===== config.mk =====
export PLATFORM = sky130hd
export DESIGN_NAME = bcd_addsub_serial
export DESIGN_NICKNAME = d
export VERILOG_FILES = /design/src/rtl/bcd_pkg.sv /design/src/rtl/bcd_digit_addsub.sv /design/src/rtl/bcd_addsub_serial.sv
export SDC_FILE = /design/constraint.sdc
export NUM_CORES = 1
export LEC_CHECK = 0
export BUFFER_PORTS_ARGS = -buffer_cell sky130_fd_sc_hd__buf_2
export CAP_MARGIN = 15
export CORE_MARGIN = 8
export CORE_UTILIZATION = 52
export CTS_BUF_LIST = sky130_fd_sc_hd__clkbuf_2 sky130_fd_sc_hd__clkbuf_4 sky130_fd_sc_hd__clkbuf_8
export DETAILED_ROUTE_END_ITERATION = 10
export PLACE_DENSITY_LB_ADDON = 0.12
export RECOVER_POWER = 50
export SYNTH_ARGS = -nofsm -noshare
export SYNTH_HDL_FRONTEND = slang
export SYNTH_SLANG_ARGS = --single-unit

===== constraint.sdc =====
create_clock -name clk -period 3.43 [get_ports clk]
set_input_delay 0.1715 -clock clk [delete_from_list [all_inputs] [get_ports clk]]
set_output_delay 0.1715 -clock clk [all_outputs]
set_load 0.005 [all_outputs]

===== src/rtl/bcd_pkg.sv =====
// Shared definitions for the serial BCD adder/subtractor.
// This package holds the state encoding, the digit geometry and a digit validity helper.
package bcd_pkg;

   localparam int DIGIT_W = 4;
   localparam logic [DIGIT_W-1:0] MAX_DIGIT = 4'd9;

   typedef enum logic [1:0] {
      IDLE = 2'd0,
      CALC = 2'd1,
      FIX  = 2'd2,
      DONE = 2'd3
   } state_t;

   function automatic logic isBadDigit(input logic [DIGIT_W-1:0] d);
      return d > MAX_DIGIT;
   endfunction

endpackage


===== src/rtl/bcd_digit_addsub.sv =====
// One-digit decimal adder with an optional nine's-complement on b_i.
// The sequencer uses it for both the main pass and the ten's-complement fix-up pass.
module bcd_digit_addsub
   import bcd_pkg::*;
(
   input  logic [DIGIT_W-1:0] a_i,
   input  logic [DIGIT_W-1:0] b_i,
   input  logic               cin,
   input  logic               sub,
   output logic [DIGIT_W-1:0] r_i,
   output logic               cout
);

   logic [DIGIT_W-1:0] bd;
   logic [DIGIT_W:0]   sum;

   // A binary sum above 9 wraps back into 0..9 and produces a decimal carry.
   always_comb begin
      bd   = sub ? (MAX_DIGIT - b_i) : b_i;
      sum  = {1'b0, a_i} + {1'b0, bd} + {{DIGIT_W{1'b0}}, cin};
      r_i  = sum[DIGIT_W-1:0];
      cout = 1'b0;
      if (sum > {1'b0, MAX_DIGIT}) begin
         r_i  = DIGIT_W'(sum - (DIGIT_W+1)'(10));
         cout = 1'b1;
      end
   end

endmodule


===== src/rtl/bcd_addsub_serial.sv =====
// Digit-serial packed-BCD adder/subtractor that processes one digit per clock, LSD first.
// A negative difference is turned into its magnitude by a second ten's-complement pass.
module bcd_addsub_serial
   import bcd_pkg::*;
#(
   parameter int NDIGITS = 4
)
(
   input  logic                       clk,
   input  logic                       rst_n,
   input  logic                       start,
   input  logic                       mode,
   input  logic [DIGIT_W*NDIGITS-1:0] a,
   input  logic [DIGIT_W*NDIGITS-1:0] b,
   output logic                       busy,
   output logic                       done,
   output logic [DIGIT_W*NDIGITS-1:0] result,
   output logic                       cout,
   output logic                       neg,
   output logic                       err
);

   localparam int W     = DIGIT_W * NDIGITS;
   localparam int IDX_W = (NDIGITS > 1) ? $clog2(NDIGITS) : 1;
   localparam logic [IDX_W-1:0] LAST_IDX = IDX_W'(NDIGITS - 1);

   state_t             state_q,  state_d;
   logic [W-1:0]       a_q,      a_d;
   logic [W-1:0]       b_q,      b_d;
   logic               mode_q,   mode_d;
   logic [W-1:0]       result_q, result_d;
   logic               cout_q,   cout_d;
   logic               neg_q,    neg_d;
   logic               err_q,    err_d;
   logic [IDX_W-1:0]   idx_q,    idx_d;
   logic               carry_q,  carry_d;

   logic [DIGIT_W-1:0] digA, digB, digR;
   logic               digSub, digCout;
   logic               badOperand;

   always_comb begin
      badOperand = 1'b0;
      for (int i = 0; i < NDIGITS; i++) begin
         if (isBadDigit(a[i*DIGIT_W +: DIGIT_W]) || isBadDigit(b[i*DIGIT_W +: DIGIT_W])) begin
            badOperand = 1'b1;
         end
      end
   end

   // In FIX the current result digit r is fed as b with a=0, so the cell yields 9-r+carry.
   always_comb begin
      digA   = a_q[idx_q*DIGIT_W +: DIGIT_W];
      digB   = b_q[idx_q*DIGIT_W +: DIGIT_W];
      digSub = mode_q;
      if (state_q == FIX) begin
         digA   = '0;
         digB   = result_q[idx_q*DIGIT_W +: DIGIT_W];
         digSub = 1'b1;
      end
   end

   bcd_digit_addsub u_digit (
      .a_i  (digA),
      .b_i  (digB),
      .cin  (carry_q),
      .sub  (digSub),
      .r_i  (digR),
      .cout (digCout)
   );

   always_comb begin
      state_d  = state_q;
      a_d      = a_q;
      b_d      = b_q;
      mode_d   = mode_q;
      result_d = result_q;
      cout_d   = cout_q;
      neg_d    = neg_q;
      err_d    = err_q;
      idx_d    = idx_q;
      carry_d  = carry_q;

      unique case (state_q)
         IDLE: begin
            if (start) begin
               a_d      = a;
               b_d      = b;
               mode_d   = mode;
               result_d = '0;
               cout_d   = 1'b0;
               neg_d    = 1'b0;
               err_d    = badOperand;
               idx_d    = '0;
               carry_d  = mode;
               state_d  = badOperand ? DONE : CALC;
            end
         end
         CALC: begin
            result_d[idx_q*DIGIT_W +: DIGIT_W] = digR;
            carry_d = digCout;
            if (idx_q == LAST_IDX) begin
               if (!mode_q) begin
                  cout_d  = digCout;
                  state_d = DONE;
               end else if (digCout) begin
                  state_d = DONE;
               end else begin
                  // No final borrow-carry means a<b: complement the nine's-complement result.
                  neg_d   = 1'b1;
                  idx_d   = '0;
                  carry_d = 1'b1;
                  state_d = FIX;
               end
            end else begin
               idx_d = idx_q + IDX_W'(1);
            end
         end
         FIX: begin
            result_d[idx_q*DIGIT_W +: DIGIT_W] = digR;
            carry_d = digCout;
            if (idx_q == LAST_IDX) begin
               state_d = DONE;
            end else begin
               idx_d = idx_q + IDX_W'(1);
            end
         end
         DONE: begin
            state_d = IDLE;
         end
         default: begin
            state_d = IDLE;
         end
      endcase
   end

   always_ff @(posedge clk) begin
      if (!rst_n) begin
         state_q  <= IDLE;
         a_q      <= '0;
         b_q      <= '0;
         mode_q   <= 1'b0;
         result_q <= '0;
         cout_q   <= 1'b0;
         neg_q    <= 1'b0;
         err_q    <= 1'b0;
         idx_q    <= '0;
         carry_q  <= 1'b0;
      end else begin
         state_q  <= state_d;
         a_q      <= a_d;
         b_q      <= b_d;
         mode_q   <= mode_d;
         result_q <= result_d;
         cout_q   <= cout_d;
         neg_q    <= neg_d;
         err_q    <= err_d;
         idx_q    <= idx_d;
         carry_q  <= carry_d;
      end
   end

   assign busy   = (state_q != IDLE);
   assign done   = (state_q == DONE);
   assign result = result_q;
   assign cout   = cout_q;
   assign neg    = neg_q;
   assign err    = err_q;

endmodule


Word-level counts from Yosys, hierarchy flattened. Index checks and enable logic that the tools add are counted.

Flip-flop bits (word level): 57. Output and inout bits: 21. Word-level logic and storage cells: 98.

Reduce and logical (&&, ||, !) cells: 17. Shifts and indexed selects: 5. Magnitude comparators: 9. Equality and inequality tests: 13. $add $sub $neg: 6. Muxes and demuxes: 38.

Operator list (count): $shiftx A16 B5 Y4 (3); $neg A4 Y34 (1); $shift A4 B34 Y16 const A (1); $shiftx A4 B34 Y16 (1); $gt A4 B4 Y1 const B (8); $pmux W16 S2 (1); $mux W2 (9); $mux W1 (17); $bwmux W16 (1); $mux W16 (1); $mux W4 (4); $ne A2 B2 Y1 const B (6); $reduce_and A5 Y1 (2); $pmux W2 S4 (1); $eq A2 B2 Y1 const B (3); $ne A3 B3 Y1 const B (2); $pmux W2 S3 (1); $reduce_and A2 Y1 (3); $reduce_bool A2 Y1 (3); $add A4 B4 Y5 (1); $add A5 B1 Y5 (1); $gt A5 B4 Y1 const B (1); $logic_or A1 B1 Y1 (4); $pmux W1 S2 (2); 11 further kinds (11).

Depth between registers and ports, before layout. Gate-level depths: netlist (run 1).

Depth in word-level cells: 12. Mapped depth: 18.

Modules after synthesis. A second synthesis (run 1) with hierarchy kept.

Cell total of the unflattened synthesis: 360. Area total of the unflattened synthesis: 3198.1 um^2.

Modules (own cells, without submodules): bcd_addsub_serial (cells an instance 325, seq. area each 1141.1 um^2, area each 2920.3 um^2, instances 1); bcd_digit_addsub (cells an instance 35, seq. area each 0.0 um^2, area each 277.8 um^2, instances 1).

Worst setup path before layout (run 1). No wires, ideal clock.

Kind: reg2reg. From: register state_q[0]. To: register result_q[5], in the netlist result[5]. Clock period less this slack: 3.716 ns. Data arrival time: 3.587 ns. Setup slack: -0.286 ns. Data required time: 3.301 ns. Stages on the path, launching flop included: 19. Path through: dfxtp_1 inv_1 ha_1 clkbuf_1 clkbuf_1 mux4_2 nand2_1 nand2_1 inv_1 ha_1 nor2_1 a21oi_1 ha_1 and3b_1 or3_1 buf_6 and3_4 nor4_2 o21ai_0.

Longest elaborated chain between the ends: 11. Elaborated cells on any way between the ends: 20. Classes of those cells: add/sub: 4; order compare: 1; eq/ne: 3; shift: 1; mux: 7; reduce/logical: 4.

Ends and longest elaborated chain: from (decl) (RTL line bcd_addsub_serial.sv:27) `state_t state_q, state_d;`; from (signal assigned) (RTL line bcd_addsub_serial.sv:150) `state_q <= state_d;`; $eq A2 B2 Y1 (RTL line bcd_addsub_serial.sv:56, bcd_addsub_serial.sv:84); $mux W4 (RTL line bcd_addsub_serial.sv:56) `if (state_q == FIX) begin`; $sub A4 B4 Y4 (RTL line bcd_digit_addsub.sv:19) `bd = sub ? (MAX_DIGIT - b_i) : b_i;`; $mux W4 (RTL line bcd_digit_addsub.sv:19); $add A4 B4 Y5 (RTL line bcd_digit_addsub.sv:20) `sum = {1'b0, a_i} + {1'b0, bd} + {{DIGIT_W{1'b0}}, cin};`; $add A5 B1 Y5 (RTL line bcd_digit_addsub.sv:20); $sub A4 B4 Y4 or $gt A5 B4 Y1 (tied branches) (RTL line bcd_digit_addsub.sv:24, bcd_digit_addsub.sv:23); $mux W4 (RTL line bcd_digit_addsub.sv:23) `if (sum > {1'b0, MAX_DIGIT}) begin`; $shiftx A4 B34 Y16 (RTL line bcd_addsub_serial.sv:100, bcd_addsub_serial.sv:120); $bwmux W16 (RTL line bcd_addsub_serial.sv:100, bcd_addsub_serial.sv:120); $pmux W16 S2 (RTL line bcd_addsub_serial.sv:84) `unique case (state_q)`; to (signal assigned) (RTL line bcd_addsub_serial.sv:154) `result_q <= result_d;`; to (decl) (RTL line bcd_addsub_serial.sv:31) `logic [W-1:0] result_q, result_d;`.

Parallel ways exist; a longest one is shown, timed or not. A chain may end at the register's enable or synchronous reset.

Worst setup path in the final report (run 1).
From: register idx_q[0]. To: register result_q[9], in the netlist result[9].

Longest elaborated chain between the ends: 11. Elaborated cells on any way between the ends: 17. Classes of those cells: add/sub: 5; order compare: 1; shift: 5; mux: 6.

Ends and longest elaborated chain: from (decl) (RTL line bcd_addsub_serial.sv:35) `logic [IDX_W-1:0] idx_q, idx_d;`; from (signal assigned) (RTL line bcd_addsub_serial.sv:158) `idx_q <= idx_d;`; $shiftx A16 B5 Y4 (on tied branches) (RTL line bcd_addsub_serial.sv:54, bcd_addsub_serial.sv:58); $mux W4 (RTL line bcd_addsub_serial.sv:56); $sub A4 B4 Y4 (RTL line bcd_digit_addsub.sv:19); $mux W4 (RTL line bcd_digit_addsub.sv:19); $add A4 B4 Y5 (RTL line bcd_digit_addsub.sv:20); $add A5 B1 Y5 (RTL line bcd_digit_addsub.sv:20); $sub A4 B4 Y4 or $gt A5 B4 Y1 (tied branches) (RTL line bcd_digit_addsub.sv:24, bcd_digit_addsub.sv:23); $mux W4 (RTL line bcd_digit_addsub.sv:23); $shiftx A4 B34 Y16 (RTL line bcd_addsub_serial.sv:100, bcd_addsub_serial.sv:120); $bwmux W16 * (RTL line bcd_addsub_serial.sv:100, bcd_addsub_serial.sv:120); $pmux W16 S2 * (RTL line bcd_addsub_serial.sv:84).

Every way passes the cells marked *; elsewhere a longest branch is shown, timed or not.

==> metrics.md, run 1 <==
| Metric | Value |
|---|---|
| Worst clock skew | `approximately 0.010 ns` |
| Outcome | `complete, but fails checks` |
| Post-synth EDFFs | `0` |
| NumNets Final | `514` |
| Longest Clk Path Bufs | `2` |
| Post-Synth XOR/XNOR Area | `less than 1%` |
| Final non-filler cell total | `542` |
| Vias in the first global route | `about 3100` |
| Worst VDD drop | `between 700 and 800 uV` |
| Final Power | `around 3.8 mW` |
| CTS clk-pin slew, worst paths | `around 0.06 ns` |
| Crit Path Class | `reg -> reg` |
| Vias/cell | `5.631` |
| Syn_area_per_cell | `between 8 and 9 um2` |
| Failing checks | `max-capacitance violations, max-slew violations` |
| Compound-Gate Fraction of Synth Area | `a little over a fifth` |
| Inst Count DP | `523` |
| Post-Synth Adder-Cell Area | `under 10%` |
| Crit path DAT | `3.58 ns` |
| Top_reg_cell synth | `dfxtp_1` |
| Post-Synthesis Cell Area | `between 3000 and 4000 um2` |
| Post-route ant nets | `0` |
| Die Ht | `approximately 95 um` |
| Reg2Reg Setup Slack | `about 0.062 ns` |
| Max Fclk | `296.9 MHz` |
| Syn nets | `roughly 430` |
| Num CTS Buffers | `9` |
| Synth Instances | `about 380` |
| CTS tree | `yes` |
| PD cells | `roughly 910 nW/um2` |
| Slew Limit Fails | `35` |
| Maxcap violations | `1` |
| Setup violations, final | `0` |
| Area Overhead vs Synth | `27.15%` |
| Gr usage total | `21.73%` |
| GR Overflow Total | `0` |
| Clock latency on the worst-skew pair | `0.34 ns` |
| Setup TNS | `0 ns` |
| Mux contribution to synthesized area | `approximately 10%` |
| TritonRoute pass-1 iters | `4` |
| Row cnt | `28` |
| Root Driver | `clkbuf_8` |
| CORE AREA | `about 6000 um2` |
| Post-CTS Hold Buffers | `0` |
| Min Tclk post-route | `approximately 3.4 ns` |
| CP bufs+invs | `2` |
| WL/cell | `~17 um` |
| Top post-synthesis cells by count | `nand2_1 (93), dfxtp_1 (57), a21boi_0 (38)` |
| RSZ-0062 raised after global routing | `true` |
| DP HPWL | `approximately 7000 um` |
| Post-synthesis cell type count | `57` |
| DR iter-0 viols | `154` |
| CP cell instances | `buf_12, mux4_2, mux2i_2, ha_1, nor2_1, a21oi_1, ha_1, a21o_1, or3_4, buf_12, and3_4, nor4_4, o21ai_1` |
| Residual DRC | `0` |
| Top-count cell post-synth | `nand2_1` |
| Slowest library cell on the worst path | `mux4_2` |
| Worst-margin pin slew | `1.501 ns` |
| DR vias | `about 3100` |
| Clock Sink Count | `57` |
| H-Tree Depth | `3` |
| Seq cells post-synth | `between 50 and 60` |
| # IOs | `57` |
| Leak | `1.688 nW` |
| Share of the yosys chip area belonging to registers | `a little over a third` |
| Buffers on Ports | `between 50 and 60` |
| Critical path's top delay family | `simple AND/OR/NAND/NOR gates` |
| Async SR Flop Fraction | `0%` |
| First-pass GRT wire length | `approximately 15000 um` |
| Period utilisation layout | `approximately 100%` |
| Largest net degree at the start of global routing | `55` |
| Critical Path Max Stage Delay | `a little over 0.5 ns` |
| Yosys top cell by area | `dfxtp_1` |
| Warnings from Yosys | `0` |
| Area contributors post-synth | `dfxtp_1 (35%), nand2_1 (11%), a21boi_0 (8.8%)` |
| Antenna cells | `0` |
| Die W | `~95 um` |
| Main combinational cell family by area after synthesis | `simple AND/OR/NAND/NOR gates` |
| Total Wirelength | `9330 um` |
| Startpoint class of the critical path | `flop` |
| HP Class | `in -> reg` |
| Initial antenna violation count | `0` |
| Die area | `between 9000 and 10000 um2` |
| Synth Area in Simple Gates | `between 20% and 30%` |
| WP data required | `between 3 and 4 ns` |
| Slew headroom | `-0.07552%` |
| Critical Path Sink Type | `flop` |
| Top-area cell type share of the netlist area | `about a third` |
| Routability Congestion | `0.9101` |
| Layout cells sized above 1 | `roughly 28%` |
| Starting Density | `54.39%` |
| Final Hold Viols | `0` |
| Critical path peak fanout | `7` |
worst reg2reg max path, stage by stage (launching register included):
cell     delay (ns)
dfxtp_4        0.36
buf_12         0.12
mux4_2         0.51
mux2i_2        0.22
ha_1           0.27
nor2_1         0.09
a21oi_1        0.05
ha_1           0.32
a21o_1         0.18
or3_4          0.39
buf_12         0.15
and3_4         0.17
nor4_4         0.29
o21ai_1        0.10
flip-flops by register name (all words and copies together) (netlist names), 2 cells and up:
register and cells:
a_q 16, b_q 16, idx_q 2, result 16
state_q 2
through the flow:
stage / utilization (%) / area, um2 / hold WS [ns] / worst slack [ns]
final: 69.16 / 4119 / 0.08077 / 0.06189
after global routing: 69.16 / 4119 / 0.07330 / -0.08705
after CTS: 67.98 / 4049 / 0.07161 / 0.01715
after detailed placement: 63.45 / 3779 / 0.4345 / -0.2041
after global placement: 63.45 / 3779 / 0.4239 / -0.1357
after floorplan: - / 3286 / 0.3164 / 0.004263
layout by cell type, fill, tap and decap left out, types with 3 or more instances in the layout:
cell type	n
nor3_1	6
o21ai_0	21
nand4_1	5
a21oi_1	6
nor2b_1	7
nand2_1	90
inv_2	3
clkbuf_8	12
buf_2	47
nand3_1	4
ha_1	11
o21ai_1	6
mux4_2	11
a211o_1	3
clkbuf_1	13
nor2_1	16
dfxtp_1	56
a21boi_0	38
mux2i_1	4
inv_1	9
and2_1	4
nand2b_1	6
buf_4	28
worst paths after layout:
kind                to     start  depth (start not counted)
max          result[9]  idx_q[0]                         13
min             a_q[4]      a[4]                          3
max reg2reg  result[9]  idx_q[0]                         13
min reg2reg     a_q[7]    a_q[7]                          2
cell families (layout without fill, tap and decap cells):
family,count (synthesis),in the layout
AOI/OAI and AO/OA,97,97
xor gates and xnor gates,3,3
adders and majority gates,15,15
buffers and inverters,34,119
DFF,57,57
muxes,18,18
and+or+nand+nor,158,158
timing repair:
item,4_1_cts,5_1_grt
gates cloned,0,0
pin swaps,2,13
setup buffers,0,4
gates resized for setup,10,15
endpoints found under the setup margin,18,18
layer usage:
metal / wire length [um] / vias up / track usage, % / share of wire, %
met4: 181 / 0 / 8.062 / 1.9
met3: 795 / 17 / 7.381 / 8.5
met1: 3845 / 1418 / 26.03 / 41
met2: 4508 / 113 / 35.28 / 48
met5: 0 / - / 0 / 0
li1: - / 1504 / - / -
power by group:
part	internal [mW]	leakage (nW)	total (mW)	switching [mW]
clock	0.473	0.119	0.730	0.257
sequential	0.776	0.466	0.852	0.0763
combinational	0.988	1.10	2.18	1.19
total	2.24	1.69	3.76	1.52
final cells by class:
type	instances	area, um2
Multi-Input combinational cell	291	2057
Clock buffer	13	172.7
Tap cell	75	93.84
Sequential cell	57	1145
Clock inverter	2	60.06
Fill cell	523	1837
Timing Repair Buffer	91	541.8
Inverter	13	48.80
Note: power is estimated with default switching activity, not from simulation.
==> run 2, diff against run 1 <==
- ABC_AREA: not set -> 1
==> metrics.md, run 2 <==
| Metric | Value |
|---|---|
| Outcome | `finished clean` |
| Period utilisation layout | `between 90% and 100%` |
| Layout cells sized above 1 | `24.02%` |
| Row cnt | `28` |
| TritonRoute pass-1 iters | `5` |
| Warnings from Yosys | `0` |
| Layout filler cell count | `between 400 and 500` |
| DR vias | `between 3000 and 4000` |
| Min Tclk post-route | `~3.3 ns` |
| Share of the yosys chip area belonging to registers | `a little over a third` |
| Longest Clk Path Bufs | `2` |
| Post-CTS Hold Buffers | `0` |
| Top-count cell post-synth | `nor2_1` |
| GR Overflow Total | `0` |
| Post-synth EDFFs | `0` |
| Yosys top cell by area | `dfxtp_1` |
| Async SR Flop Fraction | `0%` |
| Antenna cells | `0` |
| Critical Path Max Stage Delay | `0.59 ns` |
| Initial antenna violation count | `0` |
| Total Wirelength | `8995 um` |
| Seq cells post-synth | `57` |
| Final Hold Viols | `0` |
| Crit path DAT | `between 3 and 4 ns` |
| Starting Density | `53.72%` |
| WL/cell | `approximately 15 um` |
| Cell area after layout | `about 4000 um2` |
| Clock Sink Count | `57` |
| Clock latency on the worst-skew pair | `approximately 0.34 ns` |
| Setup violations, final | `0` |
| Top_reg_cell synth | `dfxtp_1` |
| Root Driver | `clkbuf_8` |
| Post-Synthesis Cell Area | `3181 um2` |
| Post-synthesis cell type count | `35` |
| Synth Instances | `around 460` |
| Critical path depth | `19` |
| Reg-to-reg endpoint | `result[7]` |
| Worst clock skew | `slightly above 0.006 ns` |
| Most used cell, CP | `nor2_1` |
| Syn nets | `roughly 500` |
| Post-route ant nets | `0` |
| Critical path peak fanout | `8` |
| CP Capture Point | `result[7]` |
| Critical R2R Launch | `state_q[0]` |
| Top post-synthesis cells by count | `nor2_1 (98), nand2_1 (69), o21ai_0 (65)` |
| Slew headroom | `between 30% and 40%` |
| DR iter-0 viols | `202` |
| Startpoint class of the critical path | `flop` |
| CTS tree | `yes` |
| Die Ht | `roughly 94 um` |
| Slew Limit Fails | `0` |
| Critical Path Sink Type | `flop` |
| Grt met2 use | `between 30% and 40%` |
| Multi-input logic area | `between 1500 and 2000 um2` |
| Critical path's top delay family | `adder cells` |
| Register-to-Register Path Depth | `19` |
| Die area | `roughly 8900 um2` |
| CP cell instances | `inv_2, ha_4, buf_6, nand2_1, a32o_1, o21ai_2, xor2_1, fa_2, fa_2, ha_4, nand2_1, a21boi_4, nand2_4, nand2_8, nand2_4, nand4_1, nor2_1, nor2_1, nor2_1` |
| Commonest non-fill, non-tap cell in the layout | `nor2_1` |
| Vias/cell | `between 5 and 6` |
| Residual DRC | `0` |
| Maxcap violations | `0` |
| Grt met1 use | `roughly a quarter` |
| Reg2Reg Setup Slack | `approximately 0.12 ns` |
| First-pass GRT wire length | `14260 um` |
| Max Fclk | `roughly 300 MHz` |
| Most frequent cells in the layout | `nor2_1 (94), o21ai_0 (64), nand2_1 (63)` |
| Slowest library cell on the worst path | `fa_2` |
| CTS clk-pin slew, worst paths | `0.07 ns` |
| Top-area cell type share of the netlist area | `between 30% and 40%` |
| Buffers on Ports | `56` |
| H-Tree Depth | `3` |
| Area Overhead vs Synth | `26.20%` |
| Post-DP Area | `3582 um2` |
| Largest net degree at the start of global routing | `between 40 and 50` |
| Die W | `94.21 um` |
| WP data required | `3.70 ns` |
| Syn_area_per_cell | `a little under 7 um2` |
| NumNets Final | `approximately 580` |
| Worst-margin pin slew | `0.9262 ns` |
| Area contributors post-synth | `dfxtp_1 (36%), nor2_1 (12%), o21ai_0 (10%)` |
| Worst setup path startpoint | `state_q[0]` |
| HP Class | `in -> reg` |
| Vias in the first global route | `about 3100` |
| CORE AREA | `5921 um2` |
| Crit Path Class | `reg -> reg` |
| Gr usage total | `between 20% and 30%` |
| CP bufs+invs | `2` |
| Grt peak-use layer | `met2` |
| Routing usage on met3 | `between 5 and 6%` |
| Routability Congestion | `0.9152` |
| Total area of sequential cells | `1142 um2` |
| DP HPWL | `6628 um` |
| Num CTS Buffers | `9` |
| # IOs | `57` |
| Final core occ | `67.79%` |
## run 2: cell types whose count changed in the layout (fill, tap and decap cells not counted), moves of 7 or more
cell,before,now
nand2_2,2,13
buf_4,28,15
nor2b_1,7,0
a21oi_1,6,35
nand3_1,4,15
a21boi_0,38,0
inv_1,9,28
nor2_1,16,94
nand2_1,90,63
o21ai_0,21,64
mux4_2,11,0
## run 2: per-layer routing
metal	share of wire [%]	vias to the layer above
met5	0	-
met2	49	113
met1	43	1490
met4	2.3	0
met3	6.0	22
li1	-	1663
## run 2: cell type report
class | count | share of cell area [%]
clock buffer | 11 | 3.616
multi-input combinational | 349 | 49.56
tap | 75 | 2.338
sequential | 57 | 28.46
inverter | 34 | 3.242
timing repair buffer | 77 | 10.82
clock inverter | 5 | 1.964
## run 2: cell families (layout without fill, tap and decap cells)
group           after synthesis  in the layout  share of synthesized area, %
compound gates              119            119                         20.57
xor+xnor                      2              2                        0.5508
simple gates                213            213                         29.70
fa+ha+maj                    15             15                         6.373
buf+inv                      55            127                         6.924
flops                        57             57                         35.88
## run 2: timing repair
action,in CTS,in global routing
pin swaps,2,17
cloned,0,0
buffers inserted,2,3
endpoints found under the setup margin,14,18
gates resized for setup,4,41
## run 2: worst reg2reg max path, cell delays in order, from the launching register on
cell and delay (ns):
dfxtp_2 0.33, inv_2 0.07, ha_4 0.16, buf_6 0.13, nand2_1 0.07, a32o_1 0.28, o21ai_2 0.17, xor2_1 0.10
fa_2 0.36, fa_2 0.59, ha_4 0.15, nand2_1 0.05, a21boi_4 0.14, nand2_4 0.09, nand2_8 0.08, nand2_4 0.10
nand4_1 0.11, nor2_1 0.13, nor2_1 0.05, nor2_1 0.07
## run 2: worst min-delay path by stage
stage,slack [ns],depth (start not counted),startpoint,end
2_1_floorplan,0.30,2,a[7],a_q[7]
3_3_place_gp,0.42,3,a[7],a_q[7]
3_5_place_dp,0.43,3,a[7],a_q[7]
4_1_cts,0.07,3,a[7],a_q[7]
5_1_grt,0.07,3,a[7],a_q[7]
6_report,0.08,3,a[7],a_q[7]
## run 2: per-stage QoR
stage / hold slack (ns) / setup TNS (ns) / std cells / worst slack (ns)
floorplan: 0.2992 / 0 / 461 / 0.03374
global placement: 0.4206 / -0.01379 / 587 / -0.006466
detailed placement: 0.4268 / -0.5862 / 587 / -0.08099
CTS: 0.07444 / 0 / 605 / 0.004275
global route: 0.07153 / -0.1269 / 608 / -0.04521
finish: 0.07875 / 0 / 608 / 0.1158
Power of run 2 is left out: the tool's default activity adds up to more than one toggle a clock period on the data nets, which glitch-free logic cannot reach.
==> run 3, diff against run 2 <==
- PLACE_DENSITY: not set -> 0.78
- PLACE_DENSITY_LB_ADDON: 0.12 -> not set
- TNS_END_PERCENT: not set -> 20
==> metrics.md, run 3 (same netlist as run 2, synthesis figures left out) <==
| Metric | Value |
|---|---|
| Pre-CTS setup slack | `-0.04779 ns` |
| Die W | `94.21 um` |
| CORE AREA | `between 5000 and 6000 um2` |
| DR vias | `3353` |
| Buffers on Ports | `56` |
| GR Overflow Total | `0` |
| WP data required | `3.70 ns` |
| Worst-margin pin slew | `between 0.9 and 1 ns` |
| Critical Path Sink Type | `flop` |
| Startpoint class of the critical path | `flop` |
| HP Class | `in -> reg` |
| Die Ht | `94.21 um` |
| Initial antenna violation count | `0` |
| Min Tclk post-route | `~3.3 ns` |
| Maxcap violations | `0` |
| CTS tree | `yes` |
| Root Driver | `clkbuf_8` |
| Routability Congestion | `0.9406` |
| NumNets Final | `just under 600` |
| Commonest non-fill, non-tap cell in the layout | `nor2_1` |
| Crit path DAT | `~3.6 ns` |
| CTS clk-pin slew, worst paths | `roughly 0.070 ns` |
| WL/cell | `around 15 um` |
| Most frequent cells in the layout | `nor2_1 (95), nand2_1 (69), o21ai_0 (64)` |
| Critical path peak fanout | `7` |
| Final worst slack | `~0.13 ns` |
| Final core occ | `about two thirds` |
| Vias/cell | `about 5.5` |
| Area Overhead vs Synth | `21.91%` |
| TritonRoute pass-1 iters | `5` |
| Worst clock skew | `between 0.007 and 0.008 ns` |
| Period utilisation layout | `between 90% and 100%` |
| Final Hold Viols | `0` |
| Num CTS Buffers | `9` |
| Setup TNS | `0 ns` |
| Longest Clk Path Bufs | `2` |
| Largest net degree at the start of global routing | `41` |
| H-Tree Depth | `3` |
| Antenna cells | `0` |
| Clock Sink Count | `57` |
| Slew Limit Fails | `0` |
| Post-route ant nets | `0` |
| Row cnt | `28` |
| Max Fclk | `about 300 MHz` |
| Vias in the first global route | `between 3000 and 4000` |
| # IOs | `57` |
| Slew headroom | `between 30% and 40%` |
| Setup violations, final | `0` |
| Die area | `8875 um2` |
| Gr usage total | `approximately a fifth` |
| Starting Density | `53.72%` |
| Clock latency on the worst-skew pair | `0.35 ns` |
| DP HPWL | `about 7000 um` |
| Outcome | `finished clean` |
| Layout cells sized above 1 | `20.86%` |
| Residual DRC | `0` |
| First-pass GRT wire length | `14750 um` |
| Crit Path Class | `reg -> reg` |
| Total Wirelength | `9123 um` |
| DR iter-0 viols | `approximately 250` |
[run 3: cell count changes in the layout (fill, tap and decap cells not counted), sizes merged]
cell,delta
buf,-2
bufinv,-1
clkbuf,+1
clkinv,-1
clkinvlp,+2
[run 3: cell type report]
cell class              instances  area, um2
well taps                      75      93.84
fillers                       519       2043
flip-flops and latches         57       1142
repair buffers                 76      410.4
clock buffers                  11      145.1
inverters                      34      130.1
multi-input cells             349       1901
clock inverters                 5      55.05
[run 3: metrics by stage]
stage          hold slack [ns]  instance area [um2]  std cells
2_1_floorplan           0.2992                 3181        461
3_3_place_gp            0.4272                 3590        588
3_5_place_dp            0.4347                 3590        588
4_1_cts                0.06880                 3805        604
5_1_grt                0.08331                 3877        607
6_report               0.07037                 3877        607
[run 3: routing by layer]
layer	vias to the layer above	wire length [um]	global-route usage [%]
met3	17	648	5.596
li1	1656	-	-
met4	0	218	9.115
met2	133	4285	33.49
met5	-	0	0
met1	1547	3970	26.14
[run 3: critical path, cell delays in order, from the launching register on]
cell and delay, ns:
dfxtp_2 0.34, inv_2 0.05, ha_4 0.17, buf_6 0.13, a21oi_2 0.12, a22oi_1 0.10
nand2_1 0.08, o21ai_2 0.07, xor2_1 0.19, fa_2 0.38, fa_2 0.63, ha_4 0.14
nand2_1 0.05, a21boi_4 0.14, nand2_4 0.09, nand2_8 0.08, nand2_2 0.09, nand4_1 0.09
nor2_1 0.13, nor2_1 0.05, nor2_1 0.09
[run 3: what timing repair did]
| action | CTS | global route |
|---|---|---|
| resized for setup | 5 | 18 |
| setup buffers | 0 | 2 |
| cloned | 0 | 1 |
| hold buffers | 0 | 0 |
| pin swaps | 3 | 13 |
| setup endpoints to repair | 13 | 17 |
[run 3: path summary, 6_finish.rpt]
kind | endpoint | cells past startpoint | start | slack, ns
max | result[7] | 20 | state_q[0] | 0.13
min reg2reg | b_q[3] | 2 | b_q[3] | 0.47
max reg2reg | result[7] | 20 | state_q[0] | 0.13
min | b_q[0] | 3 | b[0] | 0.07
Power of run 3 is left out for the same reason.
